## config.mk

```make
export PLATFORM = sky130hd
export DESIGN_NAME = dn_load_sequencer
export DESIGN_NICKNAME = d
export VERILOG_FILES = /design/src/rtl/dn_load_sequencer.sv
export SDC_FILE = /design/constraint.sdc
export NUM_CORES = 1
export LEC_CHECK = 0
export BUFFER_PORTS_ARGS = -buffer_cell sky130_fd_sc_hd__buf_2
export CAP_MARGIN = 10
export CORE_ASPECT_RATIO = 1.2
export CORE_MARGIN = 2
export CORE_UTILIZATION = 40
export CTS_BUF_LIST = sky130_fd_sc_hd__clkbuf_8
export DETAILED_ROUTE_END_ITERATION = 10
export PLACE_DENSITY = 0.66
export SLEW_MARGIN = 10
export SYNTH_ARGS = -nofsm -noshare
export SYNTH_HDL_FRONTEND = slang
export SYNTH_SLANG_ARGS = --single-unit
```

## constraint.sdc

```tcl
create_clock -name clk_sys -period 2.7 [get_ports clk_sys]
set_input_delay 0.54 -clock clk_sys [delete_from_list [all_inputs] [get_ports clk_sys]]
set_output_delay 0.54 -clock clk_sys [all_outputs]
set_load 0.1 [all_outputs]
```

## src/rtl/dn_load_sequencer.sv

```systemverilog
// dn_load_sequencer
//
// Receives hps_io download bytes and buffers each byte, with its decoded target and address,
// in a small show-ahead FIFO. The FIFO head is offered to a shared RAM write port over a
// req/gnt handshake. The block holds the core in reset while a download is running. It then
// drains the FIFO and keeps the reset asserted for HOLD_CYCLES more cycles before it releases
// the core. Power-on goes through the same hold interval.
//
// Ports:
//   clk_sys, reset_n            clock, asynchronous active-low reset
//   dn_download/index/addr/data ioctl download interface; dn_wr is a one-cycle write strobe
//   core_reset                  registered active-high reset to the core
//   wr_req/wr_gnt               RAM port handshake; the head pops on wr_req & wr_gnt
//   wr_target/wr_addr/wr_data   head entry (one-hot target); all zero while wr_req=0
//   busy, done, overflow        status: not idle, end-of-hold pulse, sticky FIFO overflow
//   checksum                    16-bit sum of popped bytes (only with DN_LOAD_CHECKSUM_EN)
//
// Optional feature: define DN_LOAD_CHECKSUM_EN to add the checksum output.

module dn_load_sequencer #(
  parameter int unsigned ADDR_W      = 17,
  parameter int unsigned FIFO_DEPTH  = 4,
  parameter int unsigned HOLD_CYCLES = 256,
  parameter int unsigned NUM_TARGETS = 2
) (
  input  logic                   clk_sys,
  input  logic                   reset_n,
  input  logic                   dn_download,
  input  logic [7:0]             dn_index,
  input  logic [ADDR_W-1:0]      dn_addr,
  input  logic [7:0]             dn_data,
  input  logic                   dn_wr,
  output logic                   core_reset,
  output logic                   wr_req,
  input  logic                   wr_gnt,
  output logic [NUM_TARGETS-1:0] wr_target,
  output logic [ADDR_W-1:0]      wr_addr,
  output logic [7:0]             wr_data,
  output logic                   busy,
  output logic                   done,
`ifdef DN_LOAD_CHECKSUM_EN
  output logic [15:0]            checksum,
`endif
  output logic                   overflow
);

  localparam int unsigned PtrW = $clog2(FIFO_DEPTH);
  localparam int unsigned CntW = (HOLD_CYCLES > 1) ? $clog2(HOLD_CYCLES) : 1;
  localparam int unsigned EntW = NUM_TARGETS + ADDR_W + 8;
  localparam logic [CntW-1:0] HoldMax = CntW'(HOLD_CYCLES - 1);
  localparam logic [PtrW:0]   PtrOne  = (PtrW + 1)'(1);
  localparam logic [7:0]      NumTgt8 = 8'(NUM_TARGETS);

  typedef enum logic [1:0] {StIdle, StLoad, StDrain, StHold} state_e;

  state_e          state_q, state_d;
  logic [CntW-1:0] cnt_q, cnt_d;
  logic            init_q;
  logic            core_reset_q, core_reset_d;
  logic            done_q, done_d;
  logic            overflow_q, overflow_d;
  logic [PtrW:0]   wr_ptr_q, wr_ptr_d, rd_ptr_q, rd_ptr_d;
  logic [EntW-1:0] mem_q [FIFO_DEPTH];

  logic                   start, load_entry, push_en;
  logic                   empty, full, do_push, do_pop;
  logic [NUM_TARGETS-1:0] push_tgt;
  logic [EntW-1:0]        head_ent;

  assign start = dn_download && (dn_index < NumTgt8);

  // Pointers carry one extra bit so full and empty can be told apart when the indices match.
  assign empty    = (wr_ptr_q == rd_ptr_q);
  assign full     = (wr_ptr_q[PtrW] != rd_ptr_q[PtrW]) &&
                    (wr_ptr_q[PtrW-1:0] == rd_ptr_q[PtrW-1:0]);
  assign do_pop   = !empty && wr_gnt;
  // A full FIFO still takes a push when the head leaves in the same cycle.
  assign do_push  = push_en && dn_wr && (!full || do_pop);
  assign head_ent = mem_q[rd_ptr_q[PtrW-1:0]];

  always_comb begin
    push_tgt = '0;
    for (int unsigned i = 0; i < NUM_TARGETS; i++) begin
      push_tgt[i] = (dn_index == 8'(i));
    end
  end

  always_comb begin
    state_d    = state_q;
    cnt_d      = cnt_q;
    done_d     = 1'b0;
    load_entry = 1'b0;
    push_en    = 1'b0;
    unique case (state_q)
      StIdle: begin
        // The first cycle after reset goes through the normal hold interval.
        if (init_q) begin
          state_d = StHold;
          cnt_d   = HoldMax;
        end else if (start) begin
          state_d    = StLoad;
          load_entry = 1'b1;
          push_en    = 1'b1;
        end
      end
      StLoad: begin
        push_en = 1'b1;
        if (!dn_download) state_d = StDrain;
      end
      StDrain: begin
        if (empty) begin
          state_d = StHold;
          cnt_d   = HoldMax;
        end
      end
      StHold: begin
        if (start) begin
          state_d    = StLoad;
          load_entry = 1'b1;
        end else if (cnt_q == '0) begin
          state_d = StIdle;
          done_d  = 1'b1;
        end else begin
          cnt_d = cnt_q - CntW'(1);
        end
      end
      default: state_d = StIdle;
    endcase

    core_reset_d = (state_d != StIdle);
    overflow_d   = load_entry ? 1'b0 : (overflow_q | (push_en && dn_wr && full && !do_pop));
    wr_ptr_d     = do_push ? wr_ptr_q + PtrOne : wr_ptr_q;
    rd_ptr_d     = do_pop  ? rd_ptr_q + PtrOne : rd_ptr_q;
  end

  always_ff @(posedge clk_sys or negedge reset_n) begin
    if (!reset_n) begin
      state_q      <= StIdle;
      cnt_q        <= '0;
      init_q       <= 1'b1;
      core_reset_q <= 1'b1;
      done_q       <= 1'b0;
      overflow_q   <= 1'b0;
      wr_ptr_q     <= '0;
      rd_ptr_q     <= '0;
    end else begin
      state_q      <= state_d;
      cnt_q        <= cnt_d;
      init_q       <= 1'b0;
      core_reset_q <= core_reset_d;
      done_q       <= done_d;
      overflow_q   <= overflow_d;
      wr_ptr_q     <= wr_ptr_d;
      rd_ptr_q     <= rd_ptr_d;
    end
  end

  // Storage needs no reset; entries are only read while the FIFO is non-empty.
  always_ff @(posedge clk_sys) begin
    if (do_push) mem_q[wr_ptr_q[PtrW-1:0]] <= {push_tgt, dn_addr, dn_data};
  end

`ifdef DN_LOAD_CHECKSUM_EN
  logic [15:0] sum_q, sum_d;

  always_comb begin
    sum_d = sum_q;
    if (load_entry) begin
      sum_d = '0;
    end else if (do_pop) begin
      sum_d = sum_q + {8'h00, head_ent[7:0]};
    end
  end

  always_ff @(posedge clk_sys or negedge reset_n) begin
    if (!reset_n) sum_q <= '0;
    else          sum_q <= sum_d;
  end

  assign checksum = sum_q;
`endif

  assign core_reset = core_reset_q;
  assign wr_req     = !empty;
  assign wr_target  = wr_req ? head_ent[EntW-1 -: NUM_TARGETS] : '0;
  assign wr_addr    = wr_req ? head_ent[ADDR_W+7:8] : '0;
  assign wr_data    = wr_req ? head_ent[7:0] : '0;
  assign busy       = (state_q != StIdle) || init_q;
  assign done       = done_q;
  assign overflow   = overflow_q;

endmodule

```

Word-level counts from Yosys, hierarchy flattened
Memory sizes are Yosys's and may differ from the RTL's.
Cells that the tools add are included.
{"block": "word_totals", "register_bits": 20, "output_inout_bits": 32, "inputBits": 38, "wordCells": 69, "mem_bits_ro": 0, "ram_bits": 108, "latchBits": 0, "mem_count": 1}
{"block": "classes", "mul": 0, "bitwise": 1, "mux": 25, "eq_ne": 11, "shift": 0, "reduce_logical": 19, "n_div": 0, "add_sub_neg": 3, "n_lt_le_gt_ge": 1}
{"memory": "mem_q", "depth": 4, "word_bits": 27, "rd": 1, "rd_clocked_by_memory_dff": 0, "write_ports": 1, "line_no": "63", "text": "logic [EntW-1:0] mem_q [FIFO_DEPTH];"}
{"operator": "$mux 8", "n": 5}
{"operator": "$pmux 8 s3", "n": 1}
{"operator": "$mux 17", "n": 1}
{"operator": "$logic_not 8->1", "n": 2}
{"operator": "$mux 2", "n": 7}
{"operator": "$eq 8x1->1 const B", "n": 1}
{"operator": "$lt 8x2->1 const B", "n": 1}
{"operator": "$mux 1", "n": 8}
{"operator": "$ne 2x2->1 const B", "n": 4}
{"operator": "$pmux 2 s4", "n": 1}
{"operator": "$sub 8x1->8 const B", "n": 1}
{"operator": "$logic_and 1x1->1", "n": 7}
{"operator": "$add 3x1->3 const B", "n": 2}
{"operator": "$reduce_and 5->1", "n": 1}
{"operator": "$eq 2x2->1 const B", "n": 2}
{"operator": "$pmux 1 s2", "n": 2}
{"operator": "$reduce_bool 2->1", "n": 2}
{"operator": "$eq 3x3->1", "n": 1}
{"operator": "$logic_not 1->1", "n": 3}
{"operator": "$reduce_bool 3->1", "n": 1}
{"operator": "$eq 2x1->1 const B", "n": 1}
{"operator": "$eq 2x2->1", "n": 1}
{"operator": "$logic_not 2->1", "n": 1}
{"operator": "$logic_or 1x1->1", "n": 2}
{"operator": "2 further kinds", "n": 2}

Depth between registers and ports, before layout
Gate-level depths: netlist (run 1).
{"block": "depth", "depth_word": 10, "depth_mapped": 7, "mapped_depth_nobuf": 7}

Worst setup path after synthesis (run 1)
Ideal clock, no wire load.
{"block": "synth_timing", "path_type": "register to output", "from": "reg rd_ptr_q[1]", "to": "out wr_addr[10]", "stages_incl_launch_ff": 5, "slack_ps": -491, "t_arrival_ps": 2651, "n_path_buf": 2, "required_ps": 2160, "path_cell_list": "dfrtp_1 > clkbuf_1 > clkbuf_1 > mux4_2 > nor2b_1"}
{"block": "synth_via", "elab_chain_len": 2}
{"element": "start, declared", "line_no": "62", "text": "logic [PtrW:0] wr_ptr_q, wr_ptr_d, rd_ptr_q, rd_ptr_d;"}
{"element": "start signal, assigned", "line_no": "154", "text": "rd_ptr_q <= rd_ptr_d;"}
{"element": "$mem_v2 4x27 or $eq 3x3->1 (tied branches)"}
{"element": "$mux 17 *", "line_no": "186", "text": "assign wr_addr = wr_req ? head_ent[ADDR_W+7:8] : '0;"}
{"element": "end, declared", "line_no": "37", "text": "output logic [ADDR_W-1:0] wr_addr,"}
Mark *: on every way between the ends. The rest lies on a longest branch, timed or not.

Final worst setup path (run 1)
{"block": "layout_timing", "from": "reg wr_ptr_q[2]", "to": "out wr_target[0]"}
{"block": "layout_via", "elab_chain_len": 2}
{"element": "start, declared", "line_no": "62"}
{"element": "start signal, assigned", "line_no": "153", "text": "wr_ptr_q <= wr_ptr_d;"}
{"element": "$eq 3x3->1", "line_no": "73", "text": "assign empty = (wr_ptr_q == rd_ptr_q);"}
{"element": "$mux 2", "line_no": "185", "text": "assign wr_target = wr_req ? head_ent[EntW-1 -: NUM_TARGETS] : '0;"}
{"element": "end, declared", "line_no": "36", "text": "output logic [NUM_TARGETS-1:0] wr_target,"}
Every way passes these cells.

==> summary.md, run 1 <==
| Metric | Value |
|---|---|
| Result of the run | `finished clean` |
| Root Buffer Master | `sky130_fd_sc_hd__clkbuf_8` |
| Multiplexer fraction of the synthesized cell area | `0.115` |
| Synthesized-area fraction occupied by adder cells | `0.0256` |
| Net Count, Synth | `353` |
| Initial core utilization | `0.408` |
| Top achievable clock speed | `380 MHz` |
| Post-Route Hold Slack | `0.0626 ns` |
| Sort of element at the end of the critical path | `primary output` |
| Clock tree from TritonCTS | `built` |
| Number of distinct library cells after synthesis | `53` |
| Combinational family with the most area after synthesis | `multiplexers` |
| Transition time of the tightest slew-check pin | `0.706 ns` |
| Share of cells above drive strength 1 | `0.452` |
| Dpl hpwl | `6280 um` |
| Height of the die | `131 um` |
| Number of antenna violations at the first check in global routing | `2` |
| CP Data Arrival Time | `2.09 ns` |
| Maximum fanout along the worst path | `6` |
| Final global-route overflow total | `0` |
| # DRC | `0` |
| Crit path kind | `flip-flop to primary output` |
| Post-layout instance area | `6630 um2` |
| Worst Setup SP | `wr_ptr_q[2]$_DFFE_PN0P_` |
| Worst Clk Skew | `0.00681 ns` |
| Clock sinks | `128` |
| Warnings from Yosys | `0` |
| Reg2Reg Setup Slack | `0.26 ns` |
| Max-cap viol count | `0` |
| First-pass GRT wire length | `15400 um` |
| Synthesized netlist cell count | `304` |
| Main flop type after synthesis | `sky130_fd_sc_hd__edfxtp_1` |
| Number of nets still failing antenna checks after routing | `0` |
| Max Transition Viols Final | `0` |
| Dpl cell area | `6060 um2` |
| Horizontal die dimension | `110 um` |
| Total vias in the final route | `2945` |
| Number of detailed-route iterations in the first pass | `4` |
| EDFF count, synth | `108` |
| Total routing resource utilization after global routing | `0.148` |
| Worst-path clk slew | `0.07 ns` |
| R2r startpoint | `state_q[0]$_DFF_PN0_` |
| Shortest clock period the worst path allows after layout | `2.63 ns` |
| Clock latency reported for the late side of the worst-skew pair | `0.43 ns` |
| Syn_area_per_cell | `17.7 um2` |
| Clock Path Buffers | `2` |
| CP required | `2.16 ns` |
| RD Place Congestion | `0.892` |
| I/O pin cnt | `70` |
| Die Footprint | `14400 um2` |
| FP Rows | `46` |
| Wire per inst | `17.7 um` |
| Fin nets | `443` |
| Cell depth of the worst flop-to-flop path | `7` |
| Synthesized cell area | `5380 um2` |
| Share of the synthesized area in compound gates (AO/OA/AOI/OAI) | `0.0361` |
| Drt via density | `5.12` |
| Core box area | `13200 um2` |
| Iteration-0 DRC count of the detailed router | `200` |
| P&R area growth vs syn | `23.4%` |
| Number of I/O port buffers | `69` |
| Startpoint kind of the worst setup timing path | `flip-flop` |
| Clock H-tree levels | `4` |
| Capture instance of the worst register-to-register path | `mem_q[0][4]$_DFFE_PP_` |
| Routed wire length | `10100 um` |
| Via count of the first global-routing pass | `3047` |
| Sequential fraction of the synthesis area | `0.697` |
| Pin count of the biggest net entering global routing | `30` |
| Proportion of register bits with asynchronous set or reset after synthesis | `0.156` |
| Simple-gate share of the synthesized area | `0.0966` |
| XOR/XNOR Fraction of Synth Area | `0.0128` |
| Setup Viol. Count Final | `0` |
| Hold WC Path Type | `input pin to async pin` |
| Number of buffers added by the clock tree synthesis step | `17` |
| Number of diodes added for antenna fixing | `0` |
| Number of endpoints with negative hold slack in the final report | `0` |
| Max transition margin | `0.523` |
| Flops & latches, synth | `128` |
| Final cycle utilization of the critical path | `0.975` |
==> synthesized netlist by cell type (2+ instances only) <==
cell,number,area share
sky130_fd_sc_hd__a31o_2,2,0.0033
sky130_fd_sc_hd__dfstp_2,2,0.0098
sky130_fd_sc_hd__nand4_1,5,0.0058
sky130_fd_sc_hd__or3b_1,3,0.0049
sky130_fd_sc_hd__nor3_1,9,0.0084
sky130_fd_sc_hd__a21oi_1,3,0.0028
sky130_fd_sc_hd__inv_1,9,0.0063
sky130_fd_sc_hd__edfxtp_1,108,0.60
sky130_fd_sc_hd__a211oi_1,2,0.0028
sky130_fd_sc_hd__nand3_1,3,0.0028
sky130_fd_sc_hd__nand2_1,4,0.0028
sky130_fd_sc_hd__mux4_2,27,0.11
sky130_fd_sc_hd__xor2_1,3,0.0049
sky130_fd_sc_hd__a31oi_1,2,0.0023
sky130_fd_sc_hd__clkbuf_1,5,0.0035
sky130_fd_sc_hd__ha_1,11,0.026
sky130_fd_sc_hd__a221oi_1,2,0.0033
sky130_fd_sc_hd__nor2b_1,29,0.034
sky130_fd_sc_hd__and3_2,2,0.0028
sky130_fd_sc_hd__o21a_1,3,0.0042
sky130_fd_sc_hd__dfrtp_1,18,0.084
sky130_fd_sc_hd__o21ai_0,6,0.0056
sky130_fd_sc_hd__and2_1,3,0.0035
sky130_fd_sc_hd__nor2_1,9,0.0063
sky130_fd_sc_hd__xnor2_1,3,0.0049
sky130_fd_sc_hd__buf_2,4,0.0037
==> critical path, cell delays in order (launching register included) <==
cell and delay, ns:
sky130_fd_sc_hd__dfrtp_1 0.42, sky130_fd_sc_hd__xor2_1 0.43, sky130_fd_sc_hd__nor3_2 0.12, sky130_fd_sc_hd__buf_4 0.19, sky130_fd_sc_hd__nor2b_1 0.18, sky130_fd_sc_hd__buf_4 0.32
==> area by class of cell <==
| cell class | count | area [um2] |
|---|---|---|
| tap | 168 | 210 |
| clock buffer | 17 | 234 |
| inverter | 9 | 33.8 |
| sequential | 128 | 3750 |
| fill | 1109 | 6550 |
| multi-input combinational | 157 | 1630 |
| timing repair buffer | 81 | 588 |
| clock inverter | 15 | 193 |
==> worst max-delay path by stage <==
stage | end | slack, ns | cells after the start
6_report | wr_target[0] | 0.07 | 5
3_3_place_gp | mem_q[3][3]$_DFFE_PP_ | 0.22 | 6
2_1_floorplan | wr_addr[1] | -0.12 | 3
5_1_grt | wr_target[0] | -0.04 | 5
3_5_place_dp | mem_q[3][2]$_DFFE_PP_ | 0.10 | 6
4_1_cts | wr_addr[5] | 0.001 | 4
==> stage by stage <==
stage	setup WS (ns)	TNS, ns	std cells	util
2_1_floorplan	-0.121	-0.607	304	-
3_3_place_gp	0.224	0	539	0.460
3_5_place_dp	0.100	0	539	0.460
4_1_cts	0.00107	0	571	0.495
5_1_grt	-0.0373	-0.0763	575	0.503
6_report	0.0688	0	575	0.503
==> placed cells by master, fill, tap and decap left out, types with 4 or more instances in the layout <==
cell	synthesis	final
sky130_fd_sc_hd__dfrtp_1	18	17
sky130_fd_sc_hd__o21ai_0	6	6
sky130_fd_sc_hd__nor3_1	9	8
sky130_fd_sc_hd__bufinv_16	0	4
sky130_fd_sc_hd__nand2_1	4	4
sky130_fd_sc_hd__mux4_2	27	27
sky130_fd_sc_hd__clkbuf_8	0	17
sky130_fd_sc_hd__nor2b_2	0	23
sky130_fd_sc_hd__buf_4	0	30
sky130_fd_sc_hd__nor2_1	9	9
sky130_fd_sc_hd__nor2b_1	29	6
sky130_fd_sc_hd__buf_12	0	4
sky130_fd_sc_hd__inv_1	9	9
sky130_fd_sc_hd__ha_1	11	11
sky130_fd_sc_hd__buf_2	4	41
sky130_fd_sc_hd__clkinv_2	0	4
sky130_fd_sc_hd__edfxtp_1	108	108
sky130_fd_sc_hd__nand4_1	5	5
==> registers in the layout (all words and copies together) (netlist names) <==
signal and flops:
done 1, state_q 2, core_reset 1, cnt_q 8, init_q 1, wr_ptr_q 3, rd_ptr_q 3, overflow 1
mem_q 108
==> kinds of logic (layout without fill, tap and decap cells) <==
| logic type | count (synthesis) | in the layout |
|---|---|---|
| muxes | 28 | 28 |
| adders and majority gates | 11 | 11 |
| DFF | 128 | 128 |
| xor gates and xnor gates | 7 | 7 |
| AOI/OAI and AO/OA | 27 | 27 |
| and+or+nand+nor | 82 | 83 |
| other | 1 | 1 |
| buffers and inverters | 20 | 122 |
==> layer usage <==
| layer | global-route usage | wire length (um) | part of all wire | vias up |
|---|---|---|---|---|
| met5 | 0 | 18 | 0.0018 | - |
| met4 | 0.0581 | 121 | 0.012 | 4 |
| met3 | 0.0511 | 575 | 0.057 | 16 |
| met2 | 0.247 | 5300 | 0.52 | 77 |
| met1 | 0.177 | 4130 | 0.41 | 1479 |
| li1 | - | - | - | 1369 |
==> what timing repair did <==
item / CTS / global route
cloned: 0 / 3
hold buffers: 0 / 0
setup buffers: 0 / 1
resized for setup: 14 / 35
pin swaps: 0 / 1
setup endpoints to repair: 25 / 108
Power of run 1 is not shown: default switching activity piles up to over one toggle a cycle in this logic, so the estimate is an artifact.
==> run 2, diff against run 1 <==
--- a/config.mk
+++ b/config.mk
@@ -5,7 +5,7 @@
 export SDC_FILE = /design/constraint.sdc
 export NUM_CORES = 1
 export LEC_CHECK = 0
-export BUFFER_PORTS_ARGS = -buffer_cell sky130_fd_sc_hd__buf_2
+export BUFFER_PORTS_ARGS = -buffer_cell sky130_fd_sc_hd__clkbuf_2
 export CAP_MARGIN = 10
 export CORE_ASPECT_RATIO = 1.2
 export CORE_MARGIN = 2
==> summary.md, run 2 (synthesis gave the netlist of run 1 again) <==
| Metric | Value |
|---|---|
| Post-placement cell count | `538` |
| Initial core utilization | `0.408` |
| Top achievable clock speed | `394 MHz` |
| CP Data Arrival Time | `2.00 ns` |
| Iteration-0 DRC count of the detailed router | `150` |
| FP Rows | `46` |
| Capture instance of the worst register-to-register path | `mem_q[0][3]$_DFFE_PP_` |
| Clock latency reported for the late side of the worst-skew pair | `0.41 ns` |
| Worst Clk Skew | `0.00466 ns` |
| Startpoint kind of the worst setup timing path | `flip-flop` |
| Setup Total Neg Slack | `0 ns` |
| Most common cell after layout, fill and taps aside | `sky130_fd_sc_hd__edfxtp_1` |
| Final global-route overflow total | `0` |
| Clock tree from TritonCTS | `built` |
| RSZ-0062 raised after global routing | `no` |
| Dpl cell area | `6480 um2` |
| Share of cells above drive strength 1 | `0.439` |
| Max-cap viol count | `0` |
| R2r startpoint | `state_q[0]$_DFF_PN0_` |
| Cell depth of the worst flop-to-flop path | `7` |
| Height of the die | `131 um` |
| P&R area growth vs syn | `28.3%` |
| Max reg flops | `108` |
| Dpl hpwl | `6520 um` |
| Sort of element at the end of the critical path | `primary output` |
| Maximum fanout along the worst path | `29` |
| RD Place Congestion | `0.900` |
| Via count of the first global-routing pass | `3111` |
| Transition time of the tightest slew-check pin | `0.681 ns` |
| Number of detailed-route iterations in the first pass | `6` |
| Post-layout instance area | `6900 um2` |
| Max transition margin | `0.539` |
| Non-filler cells, final | `571` |
| Wire per inst | `17.6 um` |
| Number of antenna violations at the first check in global routing | `0` |
| Number of I/O port buffers | `69` |
| Die Footprint | `14400 um2` |
| # Post-CTS Setup Buffers | `0` |
| First-pass GRT wire length | `15800 um` |
| Root Buffer Master | `sky130_fd_sc_hd__clkbuf_8` |
| CP required | `2.16 ns` |
| Most frequent cells in the layout | `sky130_fd_sc_hd__edfxtp_1, sky130_fd_sc_hd__clkbuf_2, sky130_fd_sc_hd__buf_12` |
| Number of diodes added for antenna fixing | `0` |
| Number of buffers added by the clock tree synthesis step | `17` |
| Setup Viol. Count Final | `0` |
| # DRC | `0` |
| Total vias in the final route | `2916` |
| Total routing resource utilization after global routing | `0.150` |
| Drt via density | `5.11` |
| Number of endpoints with negative hold slack in the final report | `0` |
| Clock sinks | `128` |
| Pin count of the biggest net entering global routing | `30` |
| Clock H-tree levels | `4` |
| Hold WC Path Type | `input pin to async pin` |
| Clock Path Buffers | `2` |
| Max Transition Viols Final | `0` |
| Post-Route Hold Slack | `0.0758 ns` |
| Routed wire length | `10000 um` |
| Shortest clock period the worst path allows after layout | `2.54 ns` |
| I/O pin cnt | `70` |
| Reg2Reg Setup Slack | `0.19 ns` |
| Final cycle utilization of the critical path | `0.940` |
| Core box area | `13200 um2` |
| Crit path kind | `flip-flop to primary output` |
| Fin nets | `439` |
| Worst-path clk slew | `0.07 ns` |
| Horizontal die dimension | `110 um` |
| Result of the run | `finished clean` |
| Number of nets still failing antenna checks after routing | `0` |
-- run 2: how the worst max path moves through the flow --
| stage | endpoint | slack (ns) | startpoint | cells after the start |
|---|---|---|---|---|
| 3_5_place_dp | mem_q[3][18]$_DFFE_PP_ | 0.13 | state_q[0]$_DFF_PN0_ | 6 |
| 5_1_grt | mem_q[0][20]$_DFFE_PP_ | 0.04 | state_q[0]$_DFF_PN0_ | 7 |
| 6_report | wr_addr[16] | 0.16 | rd_ptr_q[0]$_DFFE_PN0P_ | 4 |
| 4_1_cts | busy | 0.1 | state_q[0]$_DFF_PN0_ | 5 |
| 2_1_floorplan | wr_addr[1] | -0.12 | rd_ptr_q[0]$_DFFE_PN0P_ | 3 |
| 3_3_place_gp | mem_q[3][18]$_DFFE_PP_ | 0.22 | state_q[0]$_DFF_PN0_ | 6 |
-- run 2: worst max-delay path, cell delays in order, from the launching register on --
cell and delay, ns:
sky130_fd_sc_hd__dfrtp_2 0.40, sky130_fd_sc_hd__buf_12 0.26, sky130_fd_sc_hd__mux4_2 0.55, sky130_fd_sc_hd__nor2b_2 0.19
sky130_fd_sc_hd__buf_12 0.17
-- run 2: repair_timing --
action / in CTS / in global routing
gates resized for setup: 0 / 3
hold buffers: 0 / 0
setup endpoints to repair: 0 / 28
-- run 2: cell type report --
cell class | count | area, um2
fillers | 1052 | 6280
flip-flops and latches | 128 | 3750
multi-input cells | 157 | 1620
repair buffers | 77 | 888
clock buffers | 17 | 234
well taps | 168 | 210
clock inverters | 15 | 169
inverters | 9 | 33.8
-- run 2: per-stage QoR --
step | utilization | setup WS [ns]
floorplan | - | -0.121
global placement | 0.492 | 0.225
detailed placement | 0.492 | 0.125
CTS | 0.522 | 0.0987
global route | 0.524 | 0.0439
finish | 0.524 | 0.162
-- run 2: metal layers --
metal  vias to the layer above  part of all wire  global-route usage
met2                        76              0.52               0.265
met5                         -                 0                   0
met3                         8             0.052              0.0491
met4                         0             0.011              0.0424
li1                       1364                 -                   -
met1                      1468              0.41               0.176
Power of run 2 is left out for the same reason.
